===== config.mk =====
export PLATFORM = sky130hd
export DESIGN_NAME = grid_nav_driver
export DESIGN_NICKNAME = d
export VERILOG_FILES = /design/src/rtl/grid_nav_driver.sv
export SDC_FILE = /design/constraint.sdc
export NUM_CORES = 1
export LEC_CHECK = 0
export ABC_AREA = 1
export CORE_ASPECT_RATIO = 1.2
export CORE_MARGIN = 2
export CORE_UTILIZATION = 40
export CTS_CLUSTER_DIAMETER = 120
export DETAILED_ROUTE_END_ITERATION = 16
export GPL_TIMING_DRIVEN = 0
export PLACE_DENSITY = 0.67
export SLEW_MARGIN = 15
export SYNTH_ARGS = -nofsm -noshare
export SYNTH_HDL_FRONTEND = slang
export SYNTH_SLANG_ARGS = --single-unit
export TNS_END_PERCENT = 1

===== constraint.sdc =====
create_clock -name clk -period 3.76 [get_ports clk]
set_input_delay 0.564 -clock clk [delete_from_list [all_inputs] [get_ports clk]]
set_output_delay 0.564 -clock clk [all_outputs]
set_load 0.05 [all_outputs]

===== src/rtl/grid_nav_driver.sv =====
// rtl/grid_nav_driver.sv - closed-loop greedy robot navigator for the grid planning model
//
// Tracks two obstacles from their per-cycle move strobes and drives one-hot
// robot move commands toward (GOAL_X, GOAL_Y).
//
// Ports:
//   clk, rst_n                 clock (rising edge), asynchronous active-low reset
//   end_init                   obstacle initialisation finished; starts the run from IDLE
//   obs{1,2}_{up,down,left,right}  obstacle move strobes
//   error                      collision flag from the planning model (honoured in RUN only)
//   robot                      high while the run phase is active
//   robot_{up,down,left,right} registered one-hot move command
//   done, blocked, fault       sticky terminal-state flags
//   step_cnt                   moves issued, saturating at 255
module grid_nav_driver #(
  parameter int GRID_N   = 8,
  parameter int CW       = 3,
  parameter int START_X  = 0,
  parameter int START_Y  = 0,
  parameter int GOAL_X   = 3,
  parameter int GOAL_Y   = 2,
  parameter int OBS1_X   = 1,
  parameter int OBS1_Y   = 0,
  parameter int OBS2_X   = 5,
  parameter int OBS2_Y   = 5,
  parameter int MAX_WAIT = 4
) (
  input  logic       clk,
  input  logic       rst_n,
  input  logic       end_init,
  input  logic       obs1_up,
  input  logic       obs1_down,
  input  logic       obs1_left,
  input  logic       obs1_right,
  input  logic       obs2_up,
  input  logic       obs2_down,
  input  logic       obs2_left,
  input  logic       obs2_right,
  input  logic       error,
  output logic       robot,
  output logic       robot_up,
  output logic       robot_down,
  output logic       robot_left,
  output logic       robot_right,
  output logic       done,
  output logic       blocked,
  output logic       fault,
  output logic [7:0] step_cnt
);

  localparam int WW = (MAX_WAIT > 1) ? $clog2(MAX_WAIT + 1) : 1;
  localparam logic [CW-1:0] MAXC = CW'(GRID_N - 1);
  localparam logic [CW-1:0] GX   = CW'(GOAL_X);
  localparam logic [CW-1:0] GY   = CW'(GOAL_Y);

  typedef enum logic [2:0] {S_IDLE, S_RUN, S_DONE, S_BLOCKED, S_FAULT} state_t;

  state_t          state_q, state_d;
  logic [CW-1:0]   pos_x, pos_y;
  logic [CW-1:0]   obs1_x, obs1_y, obs2_x, obs2_y;
  logic [CW-1:0]   obs1_nx, obs1_ny, obs2_nx, obs2_ny;
  logic [WW-1:0]   wait_cnt;
  logic [3:0]      cmd_q;     // {up, down, left, right}
  logic [3:0]      mv_cmd;
  logic [CW-1:0]   next_x, next_y;
  logic [CW-1:0]   h_x, v_y;
  logic            h_free, v_free, moving, do_move, at_goal;

  // One-cell move for a single strobe, clamped at the grid edge. Zero or
  // several strobes leave the obstacle where it is.
  function automatic logic [2*CW-1:0] track(input logic [CW-1:0] x, input logic [CW-1:0] y,
                                            input logic [3:0] s);
    logic [CW-1:0] nx, ny;
    nx = x;
    ny = y;
    case (s)
      4'b1000: if (y != MAXC)  ny = y + 1'b1;
      4'b0100: if (y != '0)    ny = y - 1'b1;
      4'b0010: if (x != '0)    nx = x - 1'b1;
      4'b0001: if (x != MAXC)  nx = x + 1'b1;
      default: ;
    endcase
    return {nx, ny};
  endfunction

  always_comb begin
    {obs1_nx, obs1_ny} = track(obs1_x, obs1_y, {obs1_up, obs1_down, obs1_left, obs1_right});
    {obs2_nx, obs2_ny} = track(obs2_x, obs2_y, {obs2_up, obs2_down, obs2_left, obs2_right});
  end

  // Candidates are checked against where the obstacles will be after this edge.
  always_comb begin
    h_x    = (pos_x < GX) ? pos_x + 1'b1 : pos_x - 1'b1;
    v_y    = (pos_y < GY) ? pos_y + 1'b1 : pos_y - 1'b1;
    h_free = (pos_x != GX) &&
             !((h_x == obs1_nx && pos_y == obs1_ny) || (h_x == obs2_nx && pos_y == obs2_ny));
    v_free = (pos_y != GY) &&
             !((pos_x == obs1_nx && v_y == obs1_ny) || (pos_x == obs2_nx && v_y == obs2_ny));
    mv_cmd = 4'b0000;
    next_x = pos_x;
    next_y = pos_y;
    if (h_free) begin
      next_x = h_x;
      mv_cmd = (pos_x < GX) ? 4'b0001 : 4'b0010;
    end else if (v_free) begin
      next_y = v_y;
      mv_cmd = (pos_y < GY) ? 4'b1000 : 4'b0100;
    end
    moving  = |mv_cmd;
    at_goal = (pos_x == GX) && (pos_y == GY);
    do_move = (state_q == S_RUN) && !error && moving;
  end

  always_comb begin
    state_d = state_q;
    case (state_q)
      S_IDLE: if (end_init) state_d = at_goal ? S_DONE : S_RUN;
      S_RUN: begin
        if (error)                                        state_d = S_FAULT;
        else if (moving && next_x == GX && next_y == GY)  state_d = S_DONE;
        else if (!moving && wait_cnt == WW'(MAX_WAIT - 1)) state_d = S_BLOCKED;
      end
      default: state_d = state_q;
    endcase
  end

  always_ff @(posedge clk or negedge rst_n) begin
    if (!rst_n) begin
      state_q  <= S_IDLE;
      pos_x    <= CW'(START_X);
      pos_y    <= CW'(START_Y);
      obs1_x   <= CW'(OBS1_X);
      obs1_y   <= CW'(OBS1_Y);
      obs2_x   <= CW'(OBS2_X);
      obs2_y   <= CW'(OBS2_Y);
      wait_cnt <= '0;
      cmd_q    <= 4'b0000;
      step_cnt <= 8'd0;
    end else begin
      state_q <= state_d;
      obs1_x  <= obs1_nx;
      obs1_y  <= obs1_ny;
      obs2_x  <= obs2_nx;
      obs2_y  <= obs2_ny;
      cmd_q   <= do_move ? mv_cmd : 4'b0000;
      if (do_move) begin
        pos_x    <= next_x;
        pos_y    <= next_y;
        wait_cnt <= '0;
        if (step_cnt != 8'hFF) step_cnt <= step_cnt + 8'd1;
      end else if (state_q == S_RUN && !error) begin
        wait_cnt <= wait_cnt + 1'b1;
      end
    end
  end

  assign robot       = (state_q == S_RUN);
  assign done        = (state_q == S_DONE);
  assign blocked     = (state_q == S_BLOCKED);
  assign fault       = (state_q == S_FAULT);
  assign robot_up    = cmd_q[3];
  assign robot_down  = cmd_q[2];
  assign robot_left  = cmd_q[1];
  assign robot_right = cmd_q[0];

endmodule


==> impl_metrics.csv, run 1 <==
group,metric,value,unit
timing,fmax,331,MHz
logic_synthesis,ys_ff_latch,36,
logic_synthesis,syn_avg_cell_area,6.91,sq um
clocking,cts-root-buf,"clkbuf_8",
die,initial_utilization,41.6,%
critical_path,critPathBufInv,4,
die,rows,33,
place,portBuffers,27,
critical_path,crit_top_cell,"nand2_1",
worst_hold_path,hp-class,"input port to async pin",
route,ant_nets,0,
clocking,clock_latency,0.29,ns
power,peakVddDrop,0.000203,V
timing,setup_viol,0,
timing,rsz0062_at_grt,"no",
route,firstDrtPassIters,4,
die,die-height,97.1,um
clocking,clockBufferDepth,2,
critical_path,rr_endpoint,"step_cnt[1]$_DFFE_PN0P_",
global_route,track_usage,17.6,%
logic_synthesis,yosys.area_share.adder,7.62,%
clocking,cts-resized-gates,0,
logic_synthesis,ys_warn_count,0,
cells_and_area,nFillCells,707,
place,placed_area,3290,sq um
die,core,6940,sq um
place,place_congestion,0.824,
cells_and_area,synthToLayoutAreaGrowth,17.9,%
job,max-cap-violations,0,
route,remaining_drc_errors,0,
critical_path,start_kind,"flip-flop",
power,p_per_area,468,nW/um^2
logic_synthesis,synth_xor_area_share,3.94,%
cells_and_area,final_area,3410,sq um
place,pre_cts_ws,0.589,ns
timing,worst_slew_pin_slew,0.514,ns
global_route,grt_max_degree,22,
critical_path,reg2reg_slack,0.74,ns
route,wire_per_inst,12.1,um
logic_synthesis,synth_top_family_by_area,"simple AND/OR/NAND/NOR gates",
cells_and_area,drive_gt1_share,11.7,%
critical_path,cp.arrival,3.21,ns
clocking,htreeDepth,2,
global_route,grt_overflow,0,
logic_synthesis,ys_seq_area_share,31.4,%
logic_synthesis,synth.distinct_cells,32,
cells_and_area,antenna_cells,0,
critical_path,critical_path_class,"flip-flop to flip-flop",
timing,timing.final.crit_period,3.02,ns
critical_path,worstPathCellList,"inv_2 -> nand3_4 -> nand2_1 -> inv_1 -> fa_1 -> xnor2_1 -> inv_1 -> nand2_1 -> nand2_1 -> nand2_1 -> nor2_1 -> nand2_2 -> nand3_4 -> nand2_2 -> inv_2 -> nor2_8 -> nand2_4 -> mux2_4",
route,drt_iter0_markers,104,
die,io_pins,28,
timing,fin_crit_sh,80.4,%
logic_synthesis,syn-num-nets,447,
clocking,post_cts_buffers,0,
logic_synthesis,synthSimpleGateAreaFrac,45.7,%
clocking,cts_tree,"yes",
critical_path,cpMaxStageDelayCell,"dfrtp_1",
critical_path,slowest_delay,0.43,ns
global_route,antenna_found_initial,0,
critical_path,crit_required,3.95,ns
timing,final.setup.tns,0,ns
critical_path,cp-end-kind,"flip-flop",
route,vias_per_cell,5.08,
critical_path,path_max_fanout,10,
critical_path,reg2reg_depth,18,
critical_path,crit-reg2reg-launch,"pos_x[2]$_DFFE_PN0N_",
clocking,path_clk_slew,0.08,ns
timing,skew,0.00720,ns
cells_and_area,final_nets,482,
place,dpl.hpwl,5270,um
die,die_area,7920,sq um
logic_synthesis,synth_area,2890,sq um
timing,timing.final.max_slew_violations,0,
die,die_w,81.6,um
logic_synthesis,synth_cells,418,
clocking,numCtsBuffers,5,
logic_synthesis,synth_compound_area_share,3.59,%
timing,fin_ws,0.735,ns
global_route,grt_pass1_vias,2652,
critical_path,cp_top_family,"simple AND/OR/NAND/NOR gates",
clocking,clock_sinks,36,
outcome,outcome,"complete, no violations",
global_route,grt_first_pass_wirelength,11300,um
logic_synthesis,synthMuxAreaShare,0.866,%
route,vias,2746,
power,p_leak,1.75,nW
timing,slew_headroom,65.6,%
clocking,hold_buffers,0,
route,drt-total-wl,6550,um
timing,hold_violations,0,
[flip-flops by register name, summed over array words and instances, names as in the netlist]
register,flops
cmd_q,4
obs1_x,3
obs1_y,3
obs2_x,3
obs2_y,3
pos_x,3
pos_y,3
state_q,3
step_cnt,8
wait_cnt,3
[metal layers]
layer / part of all wire, % / GRT usage (%) / vias up
li1: - / - / 1418
met1: 45 / 22.3 / 1284
met2: 51 / 30.6 / 38
met3: 2.4 / 2.60 / 6
met4: 1.2 / 5.00 / 0
met5: 0 / 0 / -
[cell usage after synthesis, drive strengths merged]
library cell  count  area (sq um)
nand2           145           587
nand3            74           430
inv              53           199
nor2             41           183
dfrtp            31           776
ha               16           200
nand4             9          56.3
o21ai             9          45.0
xor2              9          78.8
nor3              6          35.0
dfstp             5           131
a21oi             4          23.8
xnor2             4          35.0
nand3b            3          22.5
o211ai            2          15.0
a211oi            1          7.51
a31oi             1          6.26
fa                1          20.0
mux2              1          15.0
mux2i             1          10.0
nor4              1          6.26
o22ai             1          6.26
[cell type report]
class | instances | area, sq um | area share (%)
multi-input cells | 329 | 1780 | 52.4
flip-flops and latches | 36 | 907 | 26.6
repair buffers | 28 | 293 | 8.60
inverters | 53 | 199 | 5.84
well taps | 87 | 109 | 3.20
clock buffers | 5 | 68.8 | 2.02
clock inverters | 3 | 46.3 | 1.36
[per-stage QoR]
| stage | hold slack, ns | std cells | utilization, % | power [mW] |
|---|---|---|---|---|
| 3_3_place_gp | 0.473 | 532 | 47.1 | 1.21 |
| 6_report | 0.200 | 541 | 49.1 | 1.59 |
| 2_1_floorplan | 0.268 | 418 | - | 1.09 |
| 5_1_grt | 0.226 | 541 | 49.1 | 1.74 |
| 3_5_place_dp | 0.484 | 533 | 47.4 | 1.25 |
| 4_1_cts | 0.211 | 541 | 49.1 | 1.61 |
[worst max path at each step]
stage,from,endpoint,slack (ns),cells after the start
3_5_place_dp,obs2_up,step_cnt[1]$_DFFE_PN0P_,0.59,17
2_1_floorplan,state_q[2]$_DFFE_PN0P_,step_cnt[1]$_DFFE_PN0P_,1.11,9
4_1_cts,pos_x[2]$_DFFE_PN0N_,step_cnt[1]$_DFFE_PN0P_,0.69,18
3_3_place_gp,obs2_up,step_cnt[1]$_DFFE_PN0P_,0.64,17
6_report,pos_x[2]$_DFFE_PN0N_,step_cnt[1]$_DFFE_PN0P_,0.74,18
5_1_grt,pos_x[2]$_DFFE_PN0N_,step_cnt[7]$_DFFE_PN0P_,0.42,19
[power by group]
group | total, mW | internal [mW] | switching [mW]
combinational | 0.710 | 0.259 | 0.450
clock | 0.356 | 0.200 | 0.156
sequential | 0.527 | 0.464 | 0.0637
total | 1.59 | 0.923 | 0.671
[cells by family after synthesis]
family	Yosys count
xor gates and xnor gates	13
adders and majority gates	17
muxes	2
and+or+nand+nor	279
buffers and inverters	53
AOI/OAI and AO/OA	18
DFF	36
[layout by cell type (no fill, tap or decap), types with 2 or more instances in the layout]
cell             count
o211ai_1             2
o21ai_0              8
nand4_1              9
nand3_1             65
clkdlybuf4s50_1     26
xor2_1               9
nand2_1            130
dfstp_2              5
nor2_2               5
inv_1               48
inv_2                5
nand3_4              2
nand3b_1             3
nand2_2             14
clkbuf_8             5
nor3_1               5
dfrtp_1             31
xnor2_1              4
ha_1                16
nor2_1              35
a21oi_1              3
nand3_2              7
(Power assumes the default switching activity.)
==> run 2, diff against run 1 <==
clock period = 2.95 ns   (was 3.76 ns; I/O delays follow)
==> impl_metrics.csv, run 2 (synthesis gave the netlist of run 1 again) <==
group,metric,value,unit
outcome,outcome,"complete, no violations",
die,initial_utilization,41.6,%
timing,timing.final.max_slew_violations,0,
die,die_area,7920,sq um
critical_path,crit_required,3.18,ns
power,p_seq_share,32.6,%
clocking,cts_tree,"yes",
cells_and_area,synthToLayoutAreaGrowth,24.5,%
place,portBuffers,27,
clocking,clock_sinks,36,
die,die_w,81.6,um
global_route,grt_max_degree,22,
power,clkPwrFrac,22.2,%
power,p_comb_share,45.2,%
timing,rsz0062_at_grt,"yes",
cells_and_area,nFillCells,694,
cells_and_area,layout_commonest_cell,"nand2_1",
cells_and_area,drive_gt1_share,17.0,%
clocking,htreeDepth,2,
timing,hold_slack,0.0721,ns
power,p_sw,0.875,mW
timing,fin_crit_sh,96.1,%
global_route,track_usage,17.6,%
place,placed_area,3290,sq um
timing,skew,0.00574,ns
worst_hold_path,hp-class,"input port to async pin",
timing,worst_slew_pin_slew,0.515,ns
timing,fmax,353,MHz
critical_path,crit-reg2reg-launch,"pos_x[2]$_DFFE_PN0N_",
die,rows,33,
place,dpl.hpwl,5270,um
route,vias,2798,
global_route,antenna_found_initial,0,
global_route,grt_pass1_vias,2650,
cells_and_area,largest_reg_flops,8,
route,vias_per_cell,5.02,
power,p_leak,1.85,nW
timing,timing.final.crit_period,2.83,ns
critical_path,start_kind,"flip-flop",
power,finalPower,2.07,mW
die,die-height,97.1,um
critical_path,reg2reg_slack,0.12,ns
cells_and_area,final_area,3600,sq um
route,drt-total-wl,6850,um
critical_path,reg2reg_depth,19,
cells_and_area,layout_common_cells,"nand2_1, nand3_1, inv_1",
route,firstDrtPassIters,4,
clocking,clock_latency,0.30,ns
critical_path,cp.arrival,3.07,ns
clocking,path_clk_slew,0.08,ns
power,p_sw_share,42.3,%
power,p_per_area,575,nW/um^2
critical_path,cp-end-kind,"flip-flop",
cells_and_area,antenna_cells,0,
cells_and_area,top_register,"step_cnt",
die,core,6940,sq um
clocking,clockBufferDepth,2,
cells_and_area,final_nets,498,
route,wire_per_inst,12.3,um
critical_path,critical_path_class,"flip-flop to flip-flop",
route,drt_iter0_markers,94,
timing,slew_headroom,65.5,%
critical_path,rr_endpoint,"step_cnt[7]$_DFFE_PN0P_",
route,ant_nets,0,
clocking,numCtsBuffers,5,
global_route,grt_overflow,0,
clocking,cts-root-buf,"clkbuf_8",
cells_and_area,reg_top3,"step_cnt: 8 flops, cmd_q: 4 flops",
timing,setup_viol,0,
power,p_int,1.19,mW
timing,hold_violations,0,
job,max-cap-violations,0,
global_route,grt_first_pass_wirelength,11300,um
route,remaining_drc_errors,0,
power,peakVddDrop,0.000255,V
die,io_pins,28,
place,place_congestion,0.824,
critical_path,path_max_fanout,6,
critical_path,crit_start,"pos_x[2]$_DFFE_PN0N_",
run 2: layer usage:
layer	GRT usage, %	wire length (um)	vias to the layer above
met4	5.00	102	0
met2	30.6	3530	33
met3	2.60	154	7
met5	0	0	-
met1	22.3	3060	1304
li1	-	-	1454
run 2: critical path: stages, from the launching register on:
cell     delay [ns]
dfrtp_1        0.43
inv_2          0.14
nand3_4        0.11
nand2_2        0.10
inv_2          0.05
fa_2           0.39
xnor2_2        0.22
inv_1          0.09
nand2_1        0.06
nand2_1        0.05
nand2_1        0.08
nor2_2         0.04
nand2_2        0.10
nand3_4        0.15
nand2_4        0.11
inv_6          0.04
nor2_8         0.14
nand2_4        0.10
nor3_4         0.20
xor2_1         0.15
run 2: area by class of cell:
class	instances	area [sq um]	area share, %
Multi-Input combinational cell	329	1840	51.3
Inverter	53	204	5.67
Clock inverter	3	46.3	1.29
Timing Repair Buffer	44	417	11.6
Tap cell	87	109	3.03
Sequential cell	36	907	25.2
Clock buffer	5	68.8	1.91
run 2: how the worst max path moves through the flow:
stage                         endpoint  slack [ns]  depth (start not counted)
2_1_floorplan  step_cnt[1]$_DFFE_PN0P_        0.30                          9
3_3_place_gp   step_cnt[1]$_DFFE_PN0P_        -0.1                         18
3_5_place_dp   step_cnt[1]$_DFFE_PN0P_       -0.11                         18
4_1_cts        step_cnt[1]$_DFFE_PN0P_        0.04                         18
5_1_grt        step_cnt[7]$_DFFE_PN0P_        -0.1                         19
6_report       step_cnt[7]$_DFFE_PN0P_        0.12                         19
run 2: power groups by stage:
stage | Clock [mW] | Combinational (mW) | Sequential (mW)
after floorplan | 0 | 0.719 | 0.665
after global placement | 0 | 0.863 | 0.678
after detailed placement | 0 | 0.904 | 0.684
after CTS | 0.466 | 0.908 | 0.675
after global routing | 0.484 | 1.08 | 0.690
final | 0.460 | 0.934 | 0.674
run 2: stage by stage:
stage | setup WS (ns) | setup TNS [ns] | std cells | utilization, %
6_report | 0.115 | 0 | 557 | 51.8
5_1_grt | -0.0961 | -0.302 | 557 | 51.8
4_1_cts | 0.0403 | 0 | 541 | 49.2
3_5_place_dp | -0.114 | -0.459 | 533 | 47.4
3_3_place_gp | -0.0979 | -0.231 | 532 | 47.1
2_1_floorplan | 0.300 | 0 | 418 | -
run 2: what timing repair did:
action / CTS / global route
setup endpoints to repair: 8 / 13
buffers inserted: 0 / 16
pin swaps: 1 / 13
hold buffers: 0 / 0
gates resized for setup: 2 / 17
==> run 3, diff against run 2 <==
SETUP_SLACK_MARGIN = 0.4   (was not set)
==> impl_metrics.csv, run 3 (synthesis gave the netlist of run 1 again) <==
group,metric,value,unit
outcome,outcome,"complete, no violations",
power,p_leak,1.92,nW
critical_path,crit_start,"pos_x[2]$_DFFE_PN0N_",
route,drt-total-wl,7130,um
clocking,numCtsBuffers,5,
critical_path,reg2reg_slack,0.38,ns
clocking,cts-root-buf,"clkbuf_8",
place,portBuffers,27,
route,ant_nets,0,
route,wire_per_inst,12.6,um
place,pre_cts_ws,-0.0906,ns
critical_path,crit_path_end,"state_q[1]$_DFFE_PN0P_",
timing,worst_slew_pin_slew,0.497,ns
global_route,track_usage,18.0,%
critical_path,crit_required,3.15,ns
die,die_w,81.6,um
cells_and_area,layout_common_cells,"nand2_1, nand3_1, inv_1",
critical_path,critical_path_class,"flip-flop to flip-flop",
route,drt_iter0_markers,120,
cells_and_area,final_nets,507,
clocking,hold_buffers,0,
global_route,grt_max_degree,28,
critical_path,crit-reg2reg-launch,"pos_x[2]$_DFFE_PN0N_",
global_route,grt_overflow,0,
critical_path,cp.arrival,2.77,ns
global_route,antenna_found_initial,0,
cells_and_area,top_register,"step_cnt",
timing,final.setup.tns,0,ns
critical_path,rr_endpoint,"state_q[1]$_DFFE_PN0P_",
route,vias_per_cell,5.11,
power,peakVddDrop,0.000238,V
critical_path,start_kind,"flip-flop",
power,p_per_area,579,nW/um^2
timing,hold_violations,0,
timing,hold_slack,0.00608,ns
cells_and_area,largest_reg_flops,8,
timing,timing.final.max_slew_violations,0,
timing,setup_viol,0,
route,vias,2891,
timing,rsz0062_at_grt,"yes",
clocking,clockBufferDepth,2,
place,dpl.cell_count,533,
cells_and_area,fin_cells,566,
place,dpl.hpwl,5260,um
die,rows,33,
place,place_congestion,0.815,
timing,timing.final.crit_period,2.57,ns
route,firstDrtPassIters,4,
die,die_area,7920,sq um
critical_path,cp-end-kind,"flip-flop",
clocking,clock_sinks,36,
clocking,clock_latency,0.31,ns
clocking,htreeDepth,2,
cells_and_area,layout_commonest_cell,"nand2_1",
critical_path,path_max_fanout,5,
cells_and_area,drive_gt1_share,26.3,%
timing,skew,0.00810,ns
cells_and_area,reg_top3,"step_cnt: 8 flops, cmd_q: 4 flops",
timing,fin_crit_sh,87.1,%
job,max-cap-violations,0,
die,io_pins,28,
critical_path,reg2reg_depth,20,
die,core,6940,sq um
global_route,grt_first_pass_wirelength,11400,um
worst_hold_path,hp-class,"input port to async pin",
cells_and_area,synthToLayoutAreaGrowth,33.1,%
die,initial_utilization,41.6,%
timing,fmax,389,MHz
route,remaining_drc_errors,0,
cells_and_area,antenna_cells,0,
die,die-height,97.1,um
clocking,cts_tree,"yes",
global_route,grt_pass1_vias,2751,
clocking,path_clk_slew,0.08,ns
timing,fin_ws,0.380,ns
timing,slew_headroom,66.8,%
-- run 3: cell types whose count changed in the layout (fill, tap and decap cells not counted), moves of 4 or more --
cell	previous run	this run
buf_4	15	22
clkdlybuf4s50_1	26	20
inv_1	47	41
inv_2	5	9
nand2_1	129	117
nand2_2	13	25
nand3_1	64	57
nand3_2	7	13
nor2_1	29	24
nor2_4	1	8
-- run 3: worst min path at each step --
| stage | end | slack, ns | depth (start not counted) |
|---|---|---|---|
| finish | cmd_q[0]$_DFF_PN0_ | 0.006 | 1 |
| global route | cmd_q[1]$_DFF_PN0_ | 0.01 | 1 |
| CTS | cmd_q[0]$_DFF_PN0_ | 0.01 | 1 |
| detailed placement | cmd_q[0]$_DFF_PN0_ | 0.34 | 1 |
| global placement | wait_cnt[1]$_DFFE_PN0P_ | 0.47 | 2 |
| floorplan | cmd_q[0]$_DFF_PN0_ | 0.15 | 0 |
-- run 3: metal layers --
metal | routed length (um) | track usage, % | vias up
li1 | - | - | 1472
met1 | 3040 | 21.8 | 1365
met2 | 3750 | 31.8 | 42
met3 | 203 | 2.79 | 12
met4 | 127 | 6.03 | 0
met5 | 0 | 0 | -
-- run 3: final cells by class --
| type | instances | area [sq um] |
|---|---|---|
| Fill cell | 697 | 3090 |
| Multi-Input combinational cell | 329 | 2010 |
| Sequential cell | 36 | 911 |
| Timing Repair Buffer | 53 | 488 |
| Inverter | 53 | 208 |
| Tap cell | 87 | 109 |
| Clock buffer | 5 | 68.8 |
| Clock inverter | 3 | 46.3 |
-- run 3: power by group --
part	internal, mW	leakage, nW	switching [mW]	total (mW)
Combinational	0.426	1.42	0.658	1.08
Sequential	0.591	0.441	0.0909	0.682
Clock	0.255	0.0548	0.206	0.461
-- run 3: what timing repair did --
item,4_1_cts,5_1_grt
pin swaps,7,24
endpoints found under the setup margin,21,20
gates resized for setup,15,54
buffers inserted,16,9
-- run 3: through the flow --
stage	power [mW]	area, sq um	util (%)
after CTS	2.08	3570	51.4
after detailed placement	1.59	3300	47.6
after global routing	2.41	3840	55.4
after global placement	1.54	3290	47.4
after floorplan	1.38	2910	-
final	2.23	3840	55.4
-- run 3: critical path: stages, from the launching register on --
cell     delay [ns]
dfrtp_1        0.39
inv_2          0.10
nand3_4        0.07
nand2_2        0.07
inv_2          0.04
fa_2           0.38
xnor2_4        0.18
nand4_1        0.10
nand2_1        0.09
nand2_1        0.06
nor2_2         0.11
nand2_2        0.09
nand3_4        0.13
buf_4          0.13
nand3_1        0.08
nand2_2        0.11
nor2_4         0.05
nand3_2        0.08
nand3_2        0.07
nand2_2        0.09
nand2_1        0.05
